File: src/rtl/cprv_ram_2p_arb_if.sv
// Requester-side bus of the dual-port RAM arbiter.
// Master = requesters, slave = arbiter.
interface cprv_ram_2p_arb_if #(
    parameter int NUM_REQ    = 4,
    parameter int ADDR_WIDTH = 7,
    parameter int DATA_WIDTH = 64
);
    logic [NUM_REQ-1:0]            req_i;
    logic [NUM_REQ-1:0]            we_i;
    logic [NUM_REQ*ADDR_WIDTH-1:0] addr_i;
    logic [NUM_REQ*DATA_WIDTH-1:0] wdata_i;
    logic [NUM_REQ-1:0]            gnt_o;
    logic [NUM_REQ-1:0]            rvalid_o;
    logic [NUM_REQ*DATA_WIDTH-1:0] rdata_o;

    modport master (
        output req_i, we_i, addr_i, wdata_i,
        input  gnt_o, rvalid_o, rdata_o
    );

    modport slave (
        input  req_i, we_i, addr_i, wdata_i,
        output gnt_o, rvalid_o, rdata_o
    );
endinterface

File: src/rtl/cprv_ram_2p_arb.sv
// Round-robin arbiter sharing the two cprv_ram_2p ports among NUM_REQ clients.
// Optional macro CPRV_RAM_ARB_HAZARD_EN defers port 2 on same-address write hazards.
module cprv_ram_2p_arb #(
    parameter int NUM_REQ    = 4,
    parameter int ADDR_WIDTH = 7,
    parameter int DATA_WIDTH = 64
) (
    input  logic                  clk,
    input  logic                  rst,
    cprv_ram_2p_arb_if.slave      bus,
    output logic                  ram_w_en1,
    output logic                  ram_w_en2,
    output logic [ADDR_WIDTH-1:0] ram_addr1,
    output logic [ADDR_WIDTH-1:0] ram_addr2,
    output logic [DATA_WIDTH-1:0] ram_wdata1,
    output logic [DATA_WIDTH-1:0] ram_wdata2,
    input  logic [DATA_WIDTH-1:0] ram_rdata1,
    input  logic [DATA_WIDTH-1:0] ram_rdata2
);
    localparam int PW = $clog2(NUM_REQ);

    logic [PW-1:0] rr_ptr;
    logic [PW-1:0] a_idx, b_idx;
    logic          a_vld, b_vld;
    logic          a_gnt, b_gnt;
    logic          b_haz;
    logic          rsp_vld1, rsp_vld2;
    logic [PW-1:0] rsp_id1, rsp_id2;

    function automatic logic [PW-1:0] inc(input logic [PW-1:0] x);
        return PW'((int'(x) + 1) % NUM_REQ);
    endfunction

    // Port 1 picks the first requester at or after rr_ptr
    always_comb begin
        a_vld = 1'b0;
        a_idx = '0;
        for (int k = 0; k < NUM_REQ; k++) begin
            if (!a_vld && bus.req_i[(int'(rr_ptr) + k) % NUM_REQ]) begin
                a_vld = 1'b1;
                a_idx = PW'((int'(rr_ptr) + k) % NUM_REQ);
            end
        end
    end

    // Port 2 picks the next requester after port 1's winner
    always_comb begin
        b_vld = 1'b0;
        b_idx = '0;
        for (int k = 1; k < NUM_REQ; k++) begin
            if (a_vld && !b_vld && bus.req_i[(int'(a_idx) + k) % NUM_REQ]) begin
                b_vld = 1'b1;
                b_idx = PW'((int'(a_idx) + k) % NUM_REQ);
            end
        end
    end

    // Same-address hazard check between the two candidates
    always_comb begin
        b_haz = 1'b0;
`ifdef CPRV_RAM_ARB_HAZARD_EN
        b_haz = b_vld
             && (bus.addr_i[int'(a_idx)*ADDR_WIDTH +: ADDR_WIDTH]
              == bus.addr_i[int'(b_idx)*ADDR_WIDTH +: ADDR_WIDTH])
             && (bus.we_i[a_idx] || bus.we_i[b_idx]);
`endif
    end

    // Final grants, blocked while reset is high
    always_comb begin
        a_gnt = a_vld && !rst;
        b_gnt = b_vld && !b_haz && !rst;
        bus.gnt_o = '0;
        if (a_gnt) bus.gnt_o[a_idx] = 1'b1;
        if (b_gnt) bus.gnt_o[b_idx] = 1'b1;
    end

    // Drive RAM ports from the winners; idle ports read address 0
    always_comb begin
        ram_w_en1  = 1'b0;
        ram_addr1  = '0;
        ram_wdata1 = '0;
        ram_w_en2  = 1'b0;
        ram_addr2  = '0;
        ram_wdata2 = '0;
        if (a_gnt) begin
            ram_w_en1  = bus.we_i[a_idx];
            ram_addr1  = bus.addr_i[int'(a_idx)*ADDR_WIDTH +: ADDR_WIDTH];
            ram_wdata1 = bus.wdata_i[int'(a_idx)*DATA_WIDTH +: DATA_WIDTH];
        end
        if (b_gnt) begin
            ram_w_en2  = bus.we_i[b_idx];
            ram_addr2  = bus.addr_i[int'(b_idx)*ADDR_WIDTH +: ADDR_WIDTH];
            ram_wdata2 = bus.wdata_i[int'(b_idx)*DATA_WIDTH +: DATA_WIDTH];
        end
    end

    // Round-robin pointer moves past the last granted requester
    always_ff @(posedge clk or posedge rst) begin
        if (rst) begin
            rr_ptr <= '0;
        end else if (a_gnt) begin
            rr_ptr <= b_gnt ? inc(b_idx) : inc(a_idx);
        end
    end

    // Remember which requester each port's read belongs to
    always_ff @(posedge clk or posedge rst) begin
        if (rst) begin
            rsp_vld1 <= 1'b0;
            rsp_vld2 <= 1'b0;
            rsp_id1  <= '0;
            rsp_id2  <= '0;
        end else begin
            rsp_vld1 <= a_gnt && !bus.we_i[a_idx];
            rsp_vld2 <= b_gnt && !bus.we_i[b_idx];
            rsp_id1  <= a_idx;
            rsp_id2  <= b_idx;
        end
    end

    // Route registered RAM read data back to its requester
    always_comb begin
        bus.rvalid_o = '0;
        bus.rdata_o  = '0;
        if (rsp_vld1) begin
            bus.rvalid_o[rsp_id1] = 1'b1;
            bus.rdata_o[int'(rsp_id1)*DATA_WIDTH +: DATA_WIDTH] = ram_rdata1;
        end
        if (rsp_vld2) begin
            bus.rvalid_o[rsp_id2] = 1'b1;
            bus.rdata_o[int'(rsp_id2)*DATA_WIDTH +: DATA_WIDTH] = ram_rdata2;
        end
    end
endmodule

File: src/flat_wrapper.sv
// flat-port wrapper written by rule: the top's interface ports become plain ports
module cprv_ram_2p_arb_flat 
#(
    parameter int NUM_REQ    = 4,
    parameter int ADDR_WIDTH = 7,
    parameter int DATA_WIDTH = 64
)
  (clk, rst, ram_w_en1, ram_w_en2, ram_addr1, ram_addr2, ram_wdata1, ram_wdata2, ram_rdata1, ram_rdata2, bus_req_i, bus_we_i, bus_addr_i, bus_wdata_i, bus_gnt_o, bus_rvalid_o, bus_rdata_o);
  cprv_ram_2p_arb_if #(.NUM_REQ(NUM_REQ), .ADDR_WIDTH(ADDR_WIDTH), .DATA_WIDTH(DATA_WIDTH)) bus_i ();
  input  logic clk;
  input  logic rst;
  output logic ram_w_en1;
  output logic ram_w_en2;
  output logic [ADDR_WIDTH-1:0] ram_addr1;
  output logic [ADDR_WIDTH-1:0] ram_addr2;
  output logic [DATA_WIDTH-1:0] ram_wdata1;
  output logic [DATA_WIDTH-1:0] ram_wdata2;
  input  logic [DATA_WIDTH-1:0] ram_rdata1;
  input  logic [DATA_WIDTH-1:0] ram_rdata2;
  input wire logic [$bits(bus_i.req_i)-1:0] bus_req_i;
  input wire logic [$bits(bus_i.we_i)-1:0] bus_we_i;
  input wire logic [$bits(bus_i.addr_i)-1:0] bus_addr_i;
  input wire logic [$bits(bus_i.wdata_i)-1:0] bus_wdata_i;
  output wire logic [$bits(bus_i.gnt_o)-1:0] bus_gnt_o;
  output wire logic [$bits(bus_i.rvalid_o)-1:0] bus_rvalid_o;
  output wire logic [$bits(bus_i.rdata_o)-1:0] bus_rdata_o;
  assign bus_i.req_i = bus_req_i;
  assign bus_i.we_i = bus_we_i;
  assign bus_i.addr_i = bus_addr_i;
  assign bus_i.wdata_i = bus_wdata_i;
  assign bus_gnt_o = bus_i.gnt_o;
  assign bus_rvalid_o = bus_i.rvalid_o;
  assign bus_rdata_o = bus_i.rdata_o;
  cprv_ram_2p_arb #(.NUM_REQ(NUM_REQ), .ADDR_WIDTH(ADDR_WIDTH), .DATA_WIDTH(DATA_WIDTH)) u_core (.clk(clk), .rst(rst), .bus(bus_i), .ram_w_en1(ram_w_en1), .ram_w_en2(ram_w_en2), .ram_addr1(ram_addr1), .ram_addr2(ram_addr2), .ram_wdata1(ram_wdata1), .ram_wdata2(ram_wdata2), .ram_rdata1(ram_rdata1), .ram_rdata2(ram_rdata2));
endmodule
File: config.mk
export PLATFORM = sky130hd
export DESIGN_NAME = cprv_ram_2p_arb_flat
export DESIGN_NICKNAME = d
export VERILOG_FILES = /design/src/rtl/cprv_ram_2p_arb_if.sv /design/src/rtl/cprv_ram_2p_arb.sv /design/src/flat_wrapper.sv
export SDC_FILE = /design/constraint.sdc
export NUM_CORES = 1
export LEC_CHECK = 0
export ABC_CLOCK_PERIOD_IN_PS = 14300
export CAP_MARGIN = 20
export CORE_AREA = 2 2 324 326
export DETAILED_ROUTE_END_ITERATION = 10
export DIE_AREA = 0 0 326 328
export SLEW_MARGIN = 20
export SYNTH_ARGS = -nofsm -noshare
export SYNTH_HDL_FRONTEND = slang
export SYNTH_SLANG_ARGS = --single-unit
File: constraint.sdc
create_clock -name clk -period 14.3 [get_ports clk]
set_input_delay 2.86 -clock clk [delete_from_list [all_inputs] [get_ports clk]]
set_output_delay 2.86 -clock clk [all_outputs]
set_load 0.03 [all_outputs]
# Word level (Yosys, flattened, before mapping)
# Index checks and enable logic that the tools add are counted.
[word_totals]
ff_bits = 8
latch_bits = 0
mem_bits_rw = 0
rom_bits = 0
in_bits = 422
output_inout_bits = 408
wordCells = 138
n_memories = 0
[op_classes]
n_addsub = 9
mul = 2
div_mod_pow = 0
order_cmp = 15
n_eq_ne = 0
n_shift = 8
n_mux = 60
bitwise_logic = 9
reduce_logical = 30
[ops]
columns = ["cell", "count"]
rows = [
  ["256-bit 2-to-1 mux", 2],
  ["64-bit by 33-bit variable shift with 256-bit output, first input constant", 2],
  ["256-bit by 9-bit indexed part select with 64-bit output", 2],
  ["64-bit by 33-bit indexed part select with 256-bit output", 2],
  ["256-bit AND", 1],
  ["256-bit bitwise mux", 1],
  ["64-bit 2-to-1 mux", 2],
  ["8-bit negator with 33-bit output", 2],
  ["28-bit by 32-bit indexed part select with 7-bit output", 2],
  ["1-bit 2-to-1 mux", 28],
  ["3-bit by 4-bit < comparator with 1-bit output, second input constant", 6],
  ["1-bit binary-select mux with 2-bit select", 9],
  ["1-bit logical AND", 16],
  ["2-bit 2-to-1 mux", 8],
  ["4-bit 2-to-1 mux", 4],
  ["2-bit by 3-bit < comparator with 1-bit output, second input constant", 5],
  ["7-bit 2-to-1 mux", 2],
  ["2-bit OR reduction", 6],
  ["2-bit by 3-bit multiplier with 5-bit output, second input constant", 2],
  ["2-bit adder, second input constant", 4],
  ["1-bit demux with 2-bit select", 4],
  ["2-bit by 1-bit greater-or-equal comparator with 1-bit output, second input constant", 4],
  ["1-bit logical NOT", 8],
  ["4-bit OR", 2],
  ["2 further kinds", 9],
]

# Logic depth before layout (Yosys ltp)
[depth]
word_depth = 36
ltp_mapped = 17

# Worst setup path after synthesis
# No wires, ideal clock.
[synth_path]
path_kind = "input-to-output"
start = "input bus_req_i[0]"
end = "output ram_wdata2[40]"
arrival_time_ps = 6278
required_ps = 11440
slack_ps = 5162
stages = 17
path_buffers = 6
cell_sequence = "buf_4 > nand2_1 > a21boi_0 > nor2_1 > o22ai_1 > clkbuf_1 > clkbuf_1 > buf_2 > ha_1 > inv_1 > o221ai_1 > a2111o_1 > o21ai_4 > buf_12 > buf_12 > mux4_2 > and2_1"
[synth_between]
elab_chain_len = 28
word_cells_on_any_way = 53
classes_between = "add/sub: 3; shift: 1; mux: 35; reduce/logical: 14"
[synth_rtl]
columns = ["item", "line", "source"]
rows = [
  ["from (decl)", "flat_wrapper.sv:20", "input wire logic [$bits(bus_i.req_i)-1:0] bus_req_i;"],
  ["1-bit binary-select mux with 2-bit select", "cprv_ram_2p_arb.sv:39", "if (!a_vld && bus.req_i[(int'(rr_ptr) + k) % NUM_REQ]) begin"],
  ["1-bit 2-to-1 mux (not written as such)", "cprv_ram_2p_arb.sv:39", ""],
  ["1-bit 2-to-1 mux", "cprv_ram_2p_arb.sv:39", ""],
  ["1-bit logical NOT", "cprv_ram_2p_arb.sv:39", ""],
  ["1-bit logical AND", "cprv_ram_2p_arb.sv:39", ""],
  ["1-bit 2-to-1 mux", "cprv_ram_2p_arb.sv:39", ""],
  ["1-bit logical NOT", "cprv_ram_2p_arb.sv:39", ""],
  ["1-bit logical AND", "cprv_ram_2p_arb.sv:39", ""],
  ["[... 10 more ...]", "n/a", ""],
  ["1-bit logical NOT", "cprv_ram_2p_arb.sv:51", "if (a_vld && !b_vld && bus.req_i[(int'(a_idx) + k) % NUM_REQ]) begin"],
  ["1-bit logical AND (2 in a row)", "cprv_ram_2p_arb.sv:51", ""],
  ["1-bit 2-to-1 mux", "cprv_ram_2p_arb.sv:51", ""],
  ["1-bit logical NOT", "cprv_ram_2p_arb.sv:51", ""],
  ["1-bit logical AND (2 in a row)", "cprv_ram_2p_arb.sv:51", ""],
  ["2-bit 2-to-1 mux / 1-bit 2-to-1 mux (equally long branches)", "cprv_ram_2p_arb.sv:51", ""],
  ["256-bit by 9-bit indexed part select with 64-bit output / 1-bit logical AND (equally long branches)", "cprv_ram_2p_arb.sv:94, cprv_ram_2p_arb.sv:72", ""],
  ["64-bit 2-to-1 mux *", "cprv_ram_2p_arb.sv:91", "if (b_gnt) begin"],
  ["to (decl)", "flat_wrapper.sv:17", "output logic [DATA_WIDTH-1:0] ram_wdata2;"],
]
# Every way passes the cells marked *; elsewhere a longest branch is shown, timed or not. The select of a mux whose other input is x is not followed.

# Worst setup path in the final report
[layout_path]
start = "input bus_req_i[0]"
end = "output bus_gnt_o[2]"
[layout_between]
elab_chain_len = 32
word_cells_on_any_way = 65
classes_between = "add/sub: 3; order compare: 4; mux: 40; bitwise: 1; reduce/logical: 17"
[layout_rtl]
columns = ["item", "line", "source"]
rows = [
  ["1-bit binary-select mux with 2-bit select", "cprv_ram_2p_arb.sv:39", ""],
  ["1-bit 2-to-1 mux (not written as such)", "cprv_ram_2p_arb.sv:39", ""],
  ["1-bit 2-to-1 mux", "cprv_ram_2p_arb.sv:39", ""],
  ["1-bit logical NOT", "cprv_ram_2p_arb.sv:39", ""],
  ["1-bit logical AND", "cprv_ram_2p_arb.sv:39", ""],
  ["1-bit 2-to-1 mux", "cprv_ram_2p_arb.sv:39", ""],
  ["1-bit logical NOT", "cprv_ram_2p_arb.sv:39", ""],
  ["1-bit logical AND", "cprv_ram_2p_arb.sv:39", ""],
  ["[... 15 more ...]", "n/a", ""],
  ["1-bit logical AND (2 in a row)", "cprv_ram_2p_arb.sv:51", ""],
  ["2-bit 2-to-1 mux", "cprv_ram_2p_arb.sv:51", ""],
  ["2-bit by 3-bit < comparator with 1-bit output (not written as such) / 2-bit by 1-bit greater-or-equal comparator with 1-bit output (equally long branches)", "cprv_ram_2p_arb.sv:75", "if (b_gnt) bus.gnt_o[b_idx] = 1'b1;"],
  ["1-bit logical AND (not written as such)", "cprv_ram_2p_arb.sv:75", ""],
  ["1-bit 2-to-1 mux (not written as such)", "cprv_ram_2p_arb.sv:75", ""],
  ["1-bit demux with 2-bit select", "n/a", ""],
  ["4-bit OR (no source line)", "n/a", ""],
  ["4-bit 2-to-1 mux *", "cprv_ram_2p_arb.sv:75", ""],
  ["to (decl)", "flat_wrapper.sv:24", "output wire logic [$bits(bus_i.gnt_o)-1:0] bus_gnt_o;"],
]
# Marks and branches as above.

==> metrics.yaml <==
design.core.area_um2: 103200
synth_cells: 1028
post_place_cells: 3114
post_synth_xor_area_fraction_pct: 0
wl_per_cell_um: 30.82
setup-violations-final: 0
postCtsResizedCells: 0
drv_cap: 0
dominant_combinational_cell_family_by_area_after_synthesis: "compound AO/OA/AOI/OAI gates"
syn_avg_cell_area_um2: 7.964
yosys_warnings: 0
drt_pass1_iterations: 5
vias: 13160
cts_tree: "yes"
pwr_density_cell_nw_per_um2: 111.1
cp.arrival_ps: 8270
synth-main-ff-cell: "dfrtp_1"
cts.htree.levels: 1
hpwl_um: 85030
ant_nets: 0
worst_ir_drop_vdd_mv: 0.1543
wl_um: 96960
worst_slew_margin_rel_pct: 26.66
final_hold_viol_count: 0
detail_route.iter0.violations: 822
placementRows: 118
cts_post_setup_buffers_inserted: 0
global_route.overflow_total: 0
hp-class: "reg -> reg"
post_synthesis_share_of_cell_area_spent_on_and_or_nand_and_nor_gates_pct: 20.54
synth_largest_area_cell: "a22o_1"
via_count_of_the_first_global_routing_pass: 12700
worstSkewPairLatency_ps: 230
startpoint_type: "input pin"
post-route-drc-count: 0
path_max_fanout: 63
synthMostInstantiatedCell: "a22o_1"
synth.distinct_cells: 48
final_core_utilization_pct: 17.41
post-route-min-period_ps: 11130
intPower_mw: 0.8805
post_route_cells_drive_above_1_share_pct: 5.930
slew_at_the_pin_closest_to_its_max_slew_limit_ps: 1100
antenna_violations_before_repair: 140
p_clk_share_pct: 2.3
num-fill-cells: 11520
detail_route.vias_per_cell: 4.184
cts.path.max_buffers: 2
p_leak_nw: 5.883
holdBufCountCts: 0
setup-tns-final_ps: 0
power_share_of_the_combinational_group_pct: 94.8
tritoncts.num_buffers: 3
finClkSkew_ps: 3.673
io_buffer_count: 829
num-nets-final: 2176
synth_top_cells_by_count: "a22o_1 (258), nand2_1 (156), and2_1 (144), clkbuf_1 (109), a211oi_1 (74)"
gp_congestion: 0.8786
post_synthesis_register_bit_count: 8
yosysSeqAreaShare_pct: 2.445
rsz0062_at_grt: "no"
yosys-mux-area-fraction_pct: 20.66
netlist.area_leader.share_pct: 27.60
setup.worst_path.end_class: "output port"
clock-sinks: 8
power.switching_fraction_pct: 55.88
r2r_setup_slack_ps: 9720
net_count_synth: 1465
pwr-share-seq_pct: 2.9
grt_start_max_net_pins: 90
cp_data_required_time_ps: 11440
ioPinCount: 830
fmax_mhz: 89.81
finalCritPeriodShare_pct: 77.86
chipWidth_um: 326
syn_area_um2: 8187
synth_compound_gate_area_share_pct: 45.70
total_power_draw_mw: 1.995
synth-adder-area-share_pct: 2.293
final-max-slew-violation-count: 0
run_status: "completed"
initial_standard_cell_utilization_of_the_core_pct: 7.933
chipHeight_um: 328
synth-edff-count: 0
die_area_um2: 106900
total_switching_power_mw: 1.115
clock_tree.root_cell: "clkbuf_16"
post_layout_nonfiller_instances: 3146
postSynth.asyncResetShare_pct: 100.0
path_clk_slew_ps: 30
grt_util_all_layers_pct: 16.98
areaGrowthSynthToFinish_pct: 119.4
setup.worst_path.class: "in -> out"
grt_pass1_wl_um: 124300
synth_area_leaders: "a22o_1 (28%), mux4_2 (18%), and2_1 (11%)"
placed cells by master, fill, tap and decap left out, types with 3 or more instances in the layout:
cell type and count:
nand3_1 3, mux2i_1 7, o31ai_1 5, inv_1 11, clkdlybuf4s50_1 829, a21oi_1 7
nor2b_1 3, nand2b_1 3, nand2_1 156, clkbuf_16 3, a211oi_1 72, a311oi_1 71
a22o_1 258, mux4_2 65, diode_2 29, ha_1 15, mux4_1 6, dfrtp_1 8
and2_1 144, o21ai_0 8, nor2_1 8, buf_4 15
final timing paths:
kind | startpoint | endpoint | depth (start not counted)
setup / recovery | bus_req_i[0] | bus_gnt_o[2] | 15
hold / removal | u_core.rr_ptr[0] | u_core.rr_ptr[0] | 2
setup reg to reg | u_core.rr_ptr[1] | u_core.rr_ptr[1] | 13
hold reg to reg | u_core.rr_ptr[0] | u_core.rr_ptr[0] | 2
max in group asynchronous | rst | u_core.rsp_id2[1] | 2
min in group asynchronous | rst | u_core.rsp_vld2 | 2
kinds of logic after synthesis:
group | count (synthesis)
simple gates | 331
mux | 78
compound gates | 443
buf+inv | 153
fa+ha+maj | 15
flops | 8
metrics by stage:
stage | worst slack [ps] | hold slack (ps) | instance area [um2]
finish | 3166 | 774.7 | 17960
global route | 2849 | 883.4 | 17910
CTS | 3117 | 769.3 | 17890
detailed placement | 3124 | 766.7 | 17810
global placement | 3104 | 747.1 | 17810
floorplan | 5162 | 609.7 | 8187
flip-flops by register name, indices dropped and copies added (netlist names):
signal / flops
u_core.rsp_id2: 2
u_core.rsp_vld2: 1
u_core.rsp_id1: 2
u_core.rsp_vld1: 1
u_core.rr_ptr: 2
power groups by stage:
stage               logic (mW)  clock network [mW]  registers, mW
floorplan                 1.20                   0         0.0412
global placement          1.90                   0         0.0569
detailed placement        1.91                   0         0.0569
CTS                       1.91              0.0470         0.0570
global route              2.00              0.0490         0.0596
finish                    1.89              0.0460         0.0571
final cells by class:
class | count | area (um2) | share of cell area (%)
Sequential cell | 8 | 200.2 | 1.115
Tap cell | 1380 | 1727 | 9.613
Multi-Input combinational cell | 867 | 7402 | 41.21
Antenna cell | 29 | 72.57 | 0.4040
Inverter | 14 | 55.05 | 0.3065
Clock buffer | 3 | 75.07 | 0.4179
Timing Repair Buffer | 845 | 8431 | 46.94
worst max-delay path, stage by stage:
cell	delay, ps
clkdlybuf4s50_1	720
nand2_1	160
a21boi_0	290
nor2_1	120
o22ai_4	120
buf_4	560
ha_1	310
o21ai_0	110
a221o_1	320
o211ai_4	90
buf_4	450
buf_4	680
or3b_1	440
o31ai_1	100
clkdlybuf4s50_1	890
per-layer routing:
layer | vias up | global-route usage [%] | share of wire (%)
met3 | 263 | 10.60 | 13
met5 | - | 0 | 1.1
li1 | 5608 | - | -
met4 | 174 | 2.474 | 2.1
met1 | 6300 | 17.33 | 35
met2 | 819 | 29.87 | 48
(Power assumes the default switching activity.)
